$ cat src/rtl/rom_burst_reader_if.sv
`default_nettype none
// ============================================================================
// Module  : rom_burst_reader_if
// Brief   : Request and beat-stream channels of the ROM burst reader.
// Revision: 1.0 - initial release
// ============================================================================
interface rom_burst_reader_if #(
    parameter int k = 8,
    parameter int m = 2
);
    logic         req_valid;
    logic         req_ready;
    logic [m-1:0] req_adr;
    logic [m-1:0] req_len;
    logic         out_valid;
    logic         out_ready;
    logic [k-1:0] data_out;
    logic [m-1:0] out_adr;
    logic         out_last;
    logic         out_err;

    modport master (
        output req_valid, req_adr, req_len, out_ready,
        input  req_ready, out_valid, data_out, out_adr, out_last, out_err
    );

    modport slave (
        input  req_valid, req_adr, req_len, out_ready,
        output req_ready, out_valid, data_out, out_adr, out_last, out_err
    );
endinterface
`default_nettype wire

$ cat src/rtl/rom_burst_reader.sv
`default_nettype none
// ============================================================================
// Module  : rom_burst_reader
// Brief   : Read-only lookup table streamed as wrapping bursts on valid/ready.
// Revision: 1.0 - initial release
// ============================================================================
module rom_burst_reader #(
    parameter int k         = 8,
    parameter int l         = 4,
    parameter int m         = 2,
    parameter int BASE      = 5,
    parameter     INIT_FILE = ""
) (
    input  wire logic         clk,
    input  wire logic         rst_n,
    rom_burst_reader_if.slave bus
);
    localparam int           c_span  = 1 << m;
    localparam logic [m:0]   c_depth = (m + 1)'(l);
    localparam logic [m-1:0] c_last  = m'(l - 1);

    typedef enum logic [0:0] {
        IDLE  = 1'b0,
        BURST = 1'b1
    } state_t;

    // Table spans the full address space so any m-bit index is legal; pad is zero.
    logic [k-1:0] w_rom [c_span];

    generate
        for (genvar gi = 0; gi < c_span; gi++) begin : g_word
            if (gi < l) begin : g_used
                assign w_rom[gi] = k'(BASE + gi);
            end else begin : g_pad
                assign w_rom[gi] = '0;
            end
        end
    endgenerate

    state_t       r_state;
    logic         r_req_ready;
    logic         r_out_valid;
    logic [k-1:0] r_data;
    logic [m-1:0] r_adr;
    logic         r_last;
    logic         r_err;
    logic [m-1:0] r_rem;

    logic         w_accept;
    logic         w_fire;
    logic         w_start_oor;
    logic [m-1:0] w_next_adr;

    assign w_accept    = bus.req_valid & r_req_ready;
    assign w_fire      = r_out_valid & bus.out_ready;
    assign w_start_oor = {1'b0, bus.req_adr} >= c_depth;
    assign w_next_adr  = (r_adr == c_last) ? '0 : r_adr + 1'b1;

    always_ff @(posedge clk or negedge rst_n) begin
        if (!rst_n) begin
            r_state     <= IDLE;
            r_req_ready <= 1'b0;
            r_out_valid <= 1'b0;
            r_data      <= '0;
            r_adr       <= '0;
            r_last      <= 1'b0;
            r_err       <= 1'b0;
            r_rem       <= '0;
        end else begin
            case (r_state)
                IDLE: begin
                    r_req_ready <= 1'b1;
                    if (w_accept) begin
                        r_state     <= BURST;
                        r_req_ready <= 1'b0;
                        r_out_valid <= 1'b1;
                        r_adr       <= bus.req_adr;
                        // An out-of-range start collapses to a single error beat.
                        if (w_start_oor) begin
                            r_data <= '0;
                            r_err  <= 1'b1;
                            r_last <= 1'b1;
                            r_rem  <= '0;
                        end else begin
                            r_data <= w_rom[bus.req_adr];
                            r_err  <= 1'b0;
                            r_last <= (bus.req_len == '0);
                            r_rem  <= bus.req_len;
                        end
                    end
                end
                BURST: begin
                    if (w_fire) begin
                        if (r_last) begin
                            r_state     <= IDLE;
                            r_out_valid <= 1'b0;
                            r_req_ready <= 1'b1;
                        end else begin
                            r_adr  <= w_next_adr;
                            r_data <= w_rom[w_next_adr];
                            r_rem  <= r_rem - 1'b1;
                            r_last <= (r_rem == m'(1));
                        end
                    end
                end
            endcase
        end
    end

    assign bus.req_ready = r_req_ready;
    assign bus.out_valid = r_out_valid;
    assign bus.data_out  = r_data;
    assign bus.out_adr   = r_adr;
    assign bus.out_last  = r_last;
    assign bus.out_err   = r_err;

endmodule
`default_nettype wire

$ cat src/flat_wrapper.sv
// flat-port wrapper written by rule: the top's interface ports become plain ports
module rom_burst_reader_flat 
#(
    parameter int k         = 8,
    parameter int l         = 4,
    parameter int m         = 2,
    parameter int BASE      = 5,
    parameter     INIT_FILE = ""
)
  (clk, rst_n, bus_req_valid, bus_req_adr, bus_req_len, bus_out_ready, bus_req_ready, bus_out_valid, bus_data_out, bus_out_adr, bus_out_last, bus_out_err);
  rom_burst_reader_if #(.k(k), .m(m)) bus_i ();
  input  wire logic clk;
  input  wire logic rst_n;
  input wire logic [$bits(bus_i.req_valid)-1:0] bus_req_valid;
  input wire logic [$bits(bus_i.req_adr)-1:0] bus_req_adr;
  input wire logic [$bits(bus_i.req_len)-1:0] bus_req_len;
  input wire logic [$bits(bus_i.out_ready)-1:0] bus_out_ready;
  output wire logic [$bits(bus_i.req_ready)-1:0] bus_req_ready;
  output wire logic [$bits(bus_i.out_valid)-1:0] bus_out_valid;
  output wire logic [$bits(bus_i.data_out)-1:0] bus_data_out;
  output wire logic [$bits(bus_i.out_adr)-1:0] bus_out_adr;
  output wire logic [$bits(bus_i.out_last)-1:0] bus_out_last;
  output wire logic [$bits(bus_i.out_err)-1:0] bus_out_err;
  assign bus_i.req_valid = bus_req_valid;
  assign bus_i.req_adr = bus_req_adr;
  assign bus_i.req_len = bus_req_len;
  assign bus_i.out_ready = bus_out_ready;
  assign bus_req_ready = bus_i.req_ready;
  assign bus_out_valid = bus_i.out_valid;
  assign bus_data_out = bus_i.data_out;
  assign bus_out_adr = bus_i.out_adr;
  assign bus_out_last = bus_i.out_last;
  assign bus_out_err = bus_i.out_err;
  rom_burst_reader #(.k(k), .l(l), .m(m), .BASE(BASE), .INIT_FILE(INIT_FILE)) u_core (.clk(clk), .rst_n(rst_n), .bus(bus_i));
endmodule
$ cat config.mk
export PLATFORM = sky130hd
export DESIGN_NAME = rom_burst_reader_flat
export DESIGN_NICKNAME = d
export VERILOG_FILES = /design/src/rtl/rom_burst_reader_if.sv /design/src/rtl/rom_burst_reader.sv /design/src/flat_wrapper.sv
export SDC_FILE = /design/constraint.sdc
export NUM_CORES = 1
export LEC_CHECK = 0
export CORE_UTILIZATION = 31
export DETAILED_ROUTE_END_ITERATION = 8
export GPL_TIMING_DRIVEN = 0
export MAX_ROUTING_LAYER = met4
export PLACE_DENSITY = 0.67
export SETUP_SLACK_MARGIN = 0.4
export SLEW_MARGIN = 20
export SYNTH_ARGS = -nofsm -noshare
export SYNTH_HDL_FRONTEND = slang
export SYNTH_SLANG_ARGS = --single-unit
export TNS_END_PERCENT = 10
$ cat constraint.sdc
create_clock -name clk -period 1.75 [get_ports clk]
set_clock_uncertainty 0.05 [all_clocks]
set_input_delay 0.2625 -clock clk [delete_from_list [all_inputs] [get_ports clk]]
set_output_delay 0.2625 -clock clk [all_outputs]
set_load 0.01 [all_outputs]
==> metrics.txt, run 1 <==
Avg WL per Cell=11.2 um; clk sinks=12; fill cell count=226; Ant. Diodes=0; worst r2r src=u_core.bus.out_adr[0]$_DFFE_PN0P_; TritonCTS buffer count=3; crit-path cells=inv_2 -> ha_4 -> or3_1 -> a31o_2 -> mux2_4; vias per cell=4.78; CTS tree=yes; maximum fanout along the worst path=6; DRT antenna net count=0; Ports=22; first-pass GRT wire length=2.42 mm; slowest CP cell=dfrtp_2; asr flop ratio synth=1.00; I/O Buffers=16; mux share of post-synthesis cell area=0.147; worst endpoint required time=1.85 ns; mapped cell area=790 sq um; die area=2750 sq um; top cell type's share of synthesized area=0.380; setup tns final=0 ns; # nets final=119; yosys warns=0; Sequential cell area=302 sq um; Synth area leaders=dfrtp_1, ha_1, mux2_4, buf_4, mux2i_1; fin. max-slew vios=0; Post-synth EDFFs=0; DP Area=1000 sq um; clock-pin transition on the worst setup and hold timing paths=0.07 ns; largest net degree at the start of global routing=13; gr ovfl total=0; CTS root buffer=clkbuf_4; H-tree Lvls=1; Worst-Skew Late Latency=0.27 ns; Min-Delay Path Class=in -> async; slowest stage delay, CP=0.45 ns; initial antenna violation count=0; DRT Wirelength=1.45 mm; Pre-antenna DRT Iters=4; Tcrit/Tclk final=0.949; Final Hold Fails=0; Core ar.=2300 sq um; Worst Reg-to-Reg Cells=5; Mapped Cells=74; hpwl dp=1.07 mm; Starting Density=0.344; RSZ-0062 raised after global routing=yes; number of synthesized register bits=12; Max-Slew Margin vs Limit=0.629; xor/xnor cell area share of the yosys netlist=0; CP Launch Type=flop; Yosys top cell by area=dfrtp_1; utilization after layout=0.465; Post-Synth Adder-Cell Area=0.127; worst-case clock buffer depth=2; Post-route DRC=0; main combinational cell family by area after synthesis=multiplexers; Die H=52.5 um; CP Capture Type=flop; row count=17; Critical Path AT=1.76 ns; Tmin final=1.66 ns; Finished Cell Area=1070 sq um; Compound-Gate Fraction of Synth Area=0.0983; max-cap viol count=0; initial drt markers=18; leakage=0.000508 uW; Mean Syn Cell Area=10.7 sq um; Area Growth Syn to Fin=35.3%; Simple-Gate Fraction of Synth Area=0.133; reg-to-reg critical path endpoint=u_core.bus.data_out[1]$_DFFE_PN0P_; measured slew at the worst slew-check pin=0.554 ns; vias in the first global route=550; Achievable Freq=602 MHz; top_reg_cell synth=dfrtp_1; area of the multi-input gates=433 sq um; layout cells sized above 1=0.255; P per Cell Area=1650 nW/um^2; via count=621; sequential-to-total area share from yosys stat=0.380; final setup violation count=0; R2R setup slack=0.09 ns; worst vdd ir=936 uV; overall routing resource usage=0.126; commonest cells after routing, fill and taps aside=clkdlybuf4s50_1, dfrtp_1, buf_4; final RePlAce weighted congestion=0.726; Crit Path Category=reg -> reg; library cells used by synthesis=29; outcome=completed; Die X=52.5 um; commonest non-fill, non-tap cell in the layout=clkdlybuf4s50_1
cells by family after synthesis:
| group | count (synthesis) |
|---|---|
| buffers and inverters | 13 |
| AOI/OAI and AO/OA | 12 |
| DFF | 12 |
| adders and majority gates | 8 |
| other | 1 |
| and+or+nand+nor | 19 |
| muxes | 9 |
cells in the mapped netlist (2+ instances only):
| cell | n |
|---|---|
| a21oi_1 | 4 |
| buf_4 | 6 |
| buf_6 | 2 |
| dfrtp_1 | 12 |
| ha_1 | 8 |
| inv_1 | 4 |
| mux2_4 | 5 |
| mux2i_1 | 3 |
| nand2_1 | 3 |
| nor2_1 | 3 |
| nor3_1 | 4 |
| o21ai_0 | 2 |
| or3_1 | 2 |
through the flow:
stage | setup WS (ns) | power, uW | instances | hold slack, ns
floorplan | 0.0561 | 1190 | 78 | -0.0831
global placement | -0.157 | 1500 | 122 | 0.444
detailed placement | -0.169 | 1520 | 122 | 0.453
CTS | 0.0995 | 1760 | 129 | 0.322
global route | 0.0527 | 1930 | 130 | 0.327
finish | 0.0894 | 1770 | 130 | 0.296
sequential cells by signal, indices dropped and copies added, names as in the netlist:
| name | count |
|---|---|
| u_core.r_state | 1 |
| u_core.bus.out_adr | 2 |
| u_core.r_rem | 2 |
| u_core.bus.req_ready | 1 |
| u_core.bus.data_out | 4 |
| u_core.bus.out_valid | 1 |
| u_core.bus.out_last | 1 |
power breakdown:
part           switching (uW)  internal, uW  leakage (uW)  total (uW)
clock network            87.8          88.2     0.0000150         176
registers                 120           415      0.000136         535
logic                     432           624      0.000357        1060
total                     640          1130      0.000508        1770
worst max-delay path: cells and delay by family (launching register included):
family          cells  cell delay, ns
mux                 1            0.25
flops               1            0.45
buf+inv             1            0.09
fa+ha+maj           1            0.20
compound gates      1            0.20
simple gates        1            0.30
timing repair:
item | in CTS | in global routing
hold buffers | 0 | 0
pin swaps | 1 | 0
resized for setup | 4 | 1
setup endpoints to repair | 19 | 20
setup buffers | 3 | 1
routing by layer:
layer | GRT usage | vias up | wire length [um]
li1 | - | 307 | -
met1 | 0.168 | 285 | 698
met2 | 0.177 | 27 | 625
met3 | 0.0522 | 2 | 115
met4 | 0.0263 | 0 | 12
met5 | - | - | 0
area by class of cell:
class,count,area share
multi-input combinational,53,0.405
inverter,4,0.0141
buffer,9,0.0667
sequential,12,0.282
clock buffer,4,0.0246
timing repair buffer,20,0.174
tap,28,0.0328
worst max-delay path by stage:
stage,to,startpoint,cells past startpoint,slack (ns)
6_report,u_core.bus.data_out[1]$_DFFE_PN0P_,u_core.bus.out_adr[0]$_DFFE_PN0P_,5,0.09
5_1_grt,u_core.bus.data_out[1]$_DFFE_PN0P_,u_core.bus.out_adr[0]$_DFFE_PN0P_,5,0.05
4_1_cts,u_core.bus.data_out[1]$_DFFE_PN0P_,u_core.bus.out_adr[0]$_DFFE_PN0P_,5,0.1
3_5_place_dp,u_core.bus.data_out[1]$_DFFE_PN0P_,bus_req_adr[0],6,-0.17
3_3_place_gp,u_core.bus.data_out[1]$_DFFE_PN0P_,bus_req_adr[0],6,-0.16
2_1_floorplan,u_core.bus.data_out[1]$_DFFE_PN0P_,u_core.bus.out_adr[1]$_DFFE_PN0P_,4,0.06
Note: power is estimated with default switching activity, not from simulation.
==> inputs of run 2 (changes only) <==
- CORE_UTILIZATION: 31 -> 42
- PLACE_DENSITY: 0.67 -> default
- PLACE_DENSITY_LB_ADDON: default -> 0.12
==> run 2 against run 1 <==
Net effect: worst hold slack worse by 0.022 ns; non-clock buffer count unchanged; wire length up 3.0%; setup slack worse by 0.022 ns; clock power about the same; sequential power down 0.7%; final cell count down 2.3%.
==> metrics.txt, run 2 (synthesized netlist as in run 1, its figures left out) <==
outcome=completed; TritonCTS buffer count=3 (unchanged); final RePlAce weighted congestion=0.741 (+2.0%); Achievable Freq=594 MHz (-1.3%); largest net degree at the start of global routing=13 (unchanged); Critical Path AT=1.78 ns (+0.02 ns); initial drt markers=12 (-6); worst vdd ir=1130 uV (+21%); sequential share of power=0.293 (-0.010); Comb pwr share=0.609 (+0.011); first-pass GRT wire length=2.55 mm (+5.5%); utilization after layout=0.614 (+0.148); CP Launch Type=flop; Max-Slew Margin vs Limit=0.645 (+0.0152); Worst-Skew Late Latency=0.28 ns (about the same); fin. max-slew vios=0 (unchanged); layout cells sized above 1=0.265 (+0.00980); Worst Reg-to-Reg Cells=5 (unchanged); max-cap viol count=0 (unchanged); CP Capture Type=flop; # nets final=119 (unchanged); Area Growth Syn to Fin=35.7%; hpwl dp=1.07 mm (-0.16%); Placed Cells=119 (-2.5%); CTS Hold Bufs=0 (unchanged); Die H=45.4 um (-14%); Hold WS=0.274 ns (-0.0220 ns); gr ovfl total=0 (unchanged); CTS tree=yes; P per Cell Area=1690 nW/um^2 (+2.3%); R2R setup slack=0.07 ns (-0.02 ns); row count=15 (-2); initial antenna violation count=0 (unchanged); vias in the first global route=570 (+3.6%); Psw=664 uW (+3.7%); Clk pwr share=0.098 (-0.002); clk sinks=12 (unchanged); leakage=0.000508 uW (about the same); worst endpoint required time=1.85 ns (about the same); max reg flops=4 (unchanged); DP Area=997 sq um (-0.38%); reg-to-reg critical path endpoint=u_core.bus.data_out[1]$_DFFE_PN0P_; Core ar.=1750 sq um (-24%); die area=2060 sq um (-25%); worst-case clock buffer depth=2 (unchanged); Avg WL per Cell=11.8 um (+5.4%); worst r2r src=u_core.bus.out_adr[0]$_DFFE_PN0P_; via count=611 (-1.6%); Finished Cell Area=1070 sq um (+0.23%); H-tree Lvls=1 (unchanged); vias per cell=4.81 (+0.71%); Ports=22 (unchanged); Post-route DRC=0 (unchanged); Tmin final=1.68 ns (+0.0221 ns); final non-filler cell total=127 (-2.3%); I/O Buffers=16 (unchanged); Final Power=1810 uW (+2.5%); Die X=45.4 um (-14%); crit-path cells=inv_2 -> ha_4 -> or3_4 -> a31o_2 -> mux2_4; slowest CP cell=dfrtp_2; commonest cells after routing, fill and taps aside=clkdlybuf4s50_1, dfrtp_1, buf_4; internal power=1150 uW (+1.8%); RSZ-0062 raised after global routing=yes; clock-pin transition on the worst setup and hold timing paths=0.08 ns (about the same); overall routing resource usage=0.181 (+0.0555); measured slew at the worst slew-check pin=0.531 ns (-0.0227 ns); Pre-antenna DRT Iters=4 (unchanged); Tcrit/Tclk final=0.962 (+0.0126); Ant. Diodes=0 (unchanged); commonest non-fill, non-tap cell in the layout=clkdlybuf4s50_1; CTS root buffer=clkbuf_4; slowest stage delay, CP=0.44 ns (about the same); Min-Delay Path Class=in -> async; Final Hold Fails=0 (unchanged); Crit Path Category=reg -> reg; maximum fanout along the worst path=3 (-3); DRT antenna net count=0 (unchanged); Starting Density=0.452 (+0.109); DRT Wirelength=1.50 mm (+3.0%); final setup violation count=0 (unchanged); Sw Ratio=0.366 (+0.00427)
## run 2: cell count changes in the layout (fill, tap and decap cells not counted), sizes merged
cell           previous run  this run
dlygate4sd2               3         2
clkdlybuf4s50            13        14
## run 2: critical path, delay by kind of cell, from the launching register on
kind                     cells  cell delay, ns
adder cells (fa/ha/maj)      1            0.20
AO/OA/AOI/OAI                1            0.20
buffers and inverters        1            0.09
multiplexers                 1            0.25
AND/OR/NAND/NOR              1            0.32
flip-flops                   1            0.44
## run 2: area by class of cell
class / instances / area (sq um)
timing repair buffer: 20 / 188
multi-input combinational: 53 / 438
sequential: 12 / 302
buffer: 9 / 71.3
fill: 148 / 674
inverter: 4 / 15.0
clock buffer: 4 / 26.3
tap: 25 / 31.3
## run 2: how the worst max path moves through the flow
stage                                           start                            endpoint  slack (ns)  depth (start not counted)
floorplan           u_core.bus.out_adr[1]$_DFFE_PN0P_  u_core.bus.data_out[1]$_DFFE_PN0P_        0.06                          4
global placement                       bus_req_adr[0]  u_core.bus.data_out[1]$_DFFE_PN0P_       -0.16                          6
detailed placement                     bus_req_adr[0]  u_core.bus.data_out[1]$_DFFE_PN0P_       -0.16                          6
CTS                 u_core.bus.out_adr[0]$_DFFE_PN0P_  u_core.bus.data_out[1]$_DFFE_PN0P_        0.09                          5
global route        u_core.bus.out_adr[0]$_DFFE_PN0P_  u_core.bus.data_out[1]$_DFFE_PN0P_        0.02                          5
finish              u_core.bus.out_adr[0]$_DFFE_PN0P_  u_core.bus.data_out[1]$_DFFE_PN0P_        0.07                          5
## run 2: what timing repair did
action | in CTS | in global routing
cloned | 0 | 0
pin swaps | 1 | 0
buffers inserted | 3 | 1
resized for setup | 3 | 2
endpoints found under the setup margin | 18 | 20
## run 2: power by group through the flow
stage	registers (uW)	clock network [uW]	logic, uW
after floorplan	566	0	620
after global placement	532	0	969
after detailed placement	539	0	987
after CTS	527	182	1070
after global routing	551	196	1220
final	531	177	1100
## run 2: layer usage
metal / up-vias / track usage / wire length, um / share of wire
met4: 0 / 0.0364 / 10 / 0.0067
met3: 2 / 0.0640 / 89 / 0.060
met1: 285 / 0.236 / 707 / 0.47
met2: 22 / 0.272 / 688 / 0.46
met5: - / - / 0 / 0
li1: 302 / - / - / -
## run 2: through the flow
stage               worst slack [ns]  setup TNS (ns)
floorplan                     0.0561               0
global placement              -0.162          -0.587
detailed placement            -0.164          -0.641
CTS                           0.0928               0
global route                  0.0235               0
finish                        0.0673               0
==> inputs of run 3 (changes only) <==
- TNS_END_PERCENT: 10 -> 20
==> run 3 against run 2 <==
Net effect: final cell count up 2.4%; count of clock-buffer cells in the layout stayed put; combinational power grew 6%; critical path type unchanged; largest cell class unchanged; highest routed layer unchanged.
==> metrics.txt, run 3 (synthesized netlist as in run 1, its figures left out) <==
vias in the first global route=604 (+6.0%); Max-Slew Margin vs Limit=0.647 (+0.00190); DP Area=997 sq um (unchanged); maximum fanout along the worst path=3 (unchanged); area of the multi-input gates=447 sq um (+2.0%); # nets final=122 (+2.5%); Sequential cell area=303 sq um (+0.41%); max reg flops=4 (unchanged); Achievable Freq=595 MHz (+0.18%); row count=15 (unchanged); internal power=1200 uW (+4.9%); largest net degree at the start of global routing=13 (unchanged); Clk pwr share=0.092 (-0.006); measured slew at the worst slew-check pin=0.529 ns (-0.00284 ns); Min-Delay Path Class=in -> async; Finished Cell Area=1110 sq um (+4.0%); leakage=0.000539 uW (+6.1%); worst vdd ir=1020 uV (-9.7%); Worst-Skew Late Latency=0.27 ns (about the same); Tmin final=1.68 ns (-0.00302 ns); Pre-antenna DRT Iters=4 (unchanged); TritonCTS buffer count=3 (unchanged); Die X=45.4 um (unchanged); worst endpoint required time=1.85 ns (about the same); worst r2r src=u_core.bus.out_adr[0]$_DFFE_PN0P_; clk sinks=12 (unchanged); setup tns final=0 ns (unchanged); Ant. Diodes=0 (unchanged); Core ar.=1750 sq um (unchanged); initial drt markers=9 (-3); Crit. Startpoint=u_core.bus.out_adr[0]$_DFFE_PN0P_; vias per cell=4.76 (-1.0%); Die H=45.4 um (unchanged); clock-pin transition on the worst setup and hold timing paths=0.08 ns (about the same); fin. max-slew vios=0 (unchanged); slowest stage delay, CP=0.44 ns (about the same); Psw=673 uW (+1.4%); layout cells sized above 1=0.324 (+0.0591); initial antenna violation count=0 (unchanged); final RePlAce weighted congestion=0.741 (unchanged); CTS Hold Bufs=0 (unchanged); Final Power=1880 uW (+3.6%); RSZ-0062 raised after global routing=yes; DRT antenna net count=0 (unchanged); Placed Cells=119 (unchanged); Area Growth Syn to Fin=41.0%; final setup violation count=0 (unchanged); outcome=completed; P per Cell Area=1690 nW/um^2 (-0.31%); first-pass GRT wire length=2.66 mm (+4.3%); Critical Path AT=1.78 ns (about the same); final non-filler cell total=130 (+2.4%); gr ovfl total=0 (unchanged); overall routing resource usage=0.189 (+0.00777); R2R setup slack=0.07 ns (about the same); max-cap viol count=0 (unchanged); CTS root buffer=clkbuf_4; Comb pwr share=0.622 (+0.013); Tcrit/Tclk final=0.960 (-0.00172); H-tree Lvls=1 (unchanged); CP Buf/Inv Count=1 (unchanged); Ports=22 (unchanged); DRT Wirelength=1.52 mm (+1.8%); Sw Ratio=0.358 (-0.00780); crit-path cells=inv_2 -> ha_4 -> or3_4 -> a31o_2 -> mux2_4; Final Hold Fails=0 (unchanged); worst-case clock buffer depth=2 (unchanged); hpwl dp=1.07 mm (unchanged); commonest cells after routing, fill and taps aside=clkdlybuf4s50_1, buf_4, dfrtp_1; commonest non-fill, non-tap cell in the layout=clkdlybuf4s50_1; I/O Buffers=16 (unchanged); Worst Reg-to-Reg Cells=5 (unchanged); Hold WS=0.279 ns (+0.00500 ns); Post-route DRC=0 (unchanged); CTS tree=yes; Crit Path Category=reg -> reg; CP Capture Type=flop; CP top delay family=flip-flops; sequential share of power=0.286 (-0.007); Avg WL per Cell=11.7 um (-0.54%); via count=619 (+1.3%); slowest CP cell=dfrtp_2; CP Launch Type=flop; Starting Density=0.452 (unchanged); fill cell count=151 (+2.0%); die area=2060 sq um (unchanged); reg-to-reg critical path endpoint=u_core.bus.data_out[1]$_DFFE_PN0P_
## run 3: worst max-delay path by stage
stage,endpoint,slack [ns],cells past startpoint
floorplan,u_core.bus.data_out[1]$_DFFE_PN0P_,0.06,4
global placement,u_core.bus.data_out[1]$_DFFE_PN0P_,-0.16,6
detailed placement,u_core.bus.data_out[1]$_DFFE_PN0P_,-0.16,6
CTS,u_core.bus.data_out[1]$_DFFE_PN0P_,0.09,5
global route,u_core.bus.data_out[1]$_DFFE_PN0P_,0.02,5
finish,u_core.bus.data_out[1]$_DFFE_PN0P_,0.07,5
## run 3: per-layer routing
metal  GRT usage  part of all wire
met1       0.238              0.49
met3      0.0720             0.057
met2       0.281              0.45
met5           -                 0
met4      0.0545            0.0033
## run 3: through the flow
stage / setup WS [ns] / util
5_1_grt: 0.0236 / 0.638
2_1_floorplan: 0.0561 / -
3_5_place_dp: -0.164 / 0.571
4_1_cts: 0.0928 / 0.621
3_3_place_gp: -0.162 / 0.571
6_report: 0.0703 / 0.638
## run 3: power by group through the flow
stage	Combinational (uW)	Clock [uW]	Sequential, uW
finish	1170	173	536
CTS	1120	182	530
detailed placement	987	0	539
global route	1290	196	559
global placement	969	0	532
floorplan	620	0	566
## run 3: cell type report
class                   count  share of cell area
inverters                   4              0.0135
well taps                  25              0.0281
repair buffers             23               0.191
clock buffers               4              0.0236
flip-flops and latches     12               0.272
plain buffers               9              0.0708
multi-input cells          53               0.401
## run 3: what timing repair did
item / in CTS / in global routing
setup buffers: 6 / 1
resized for setup: 5 / 9
setup endpoints to repair: 18 / 21
pin swaps: 4 / 0
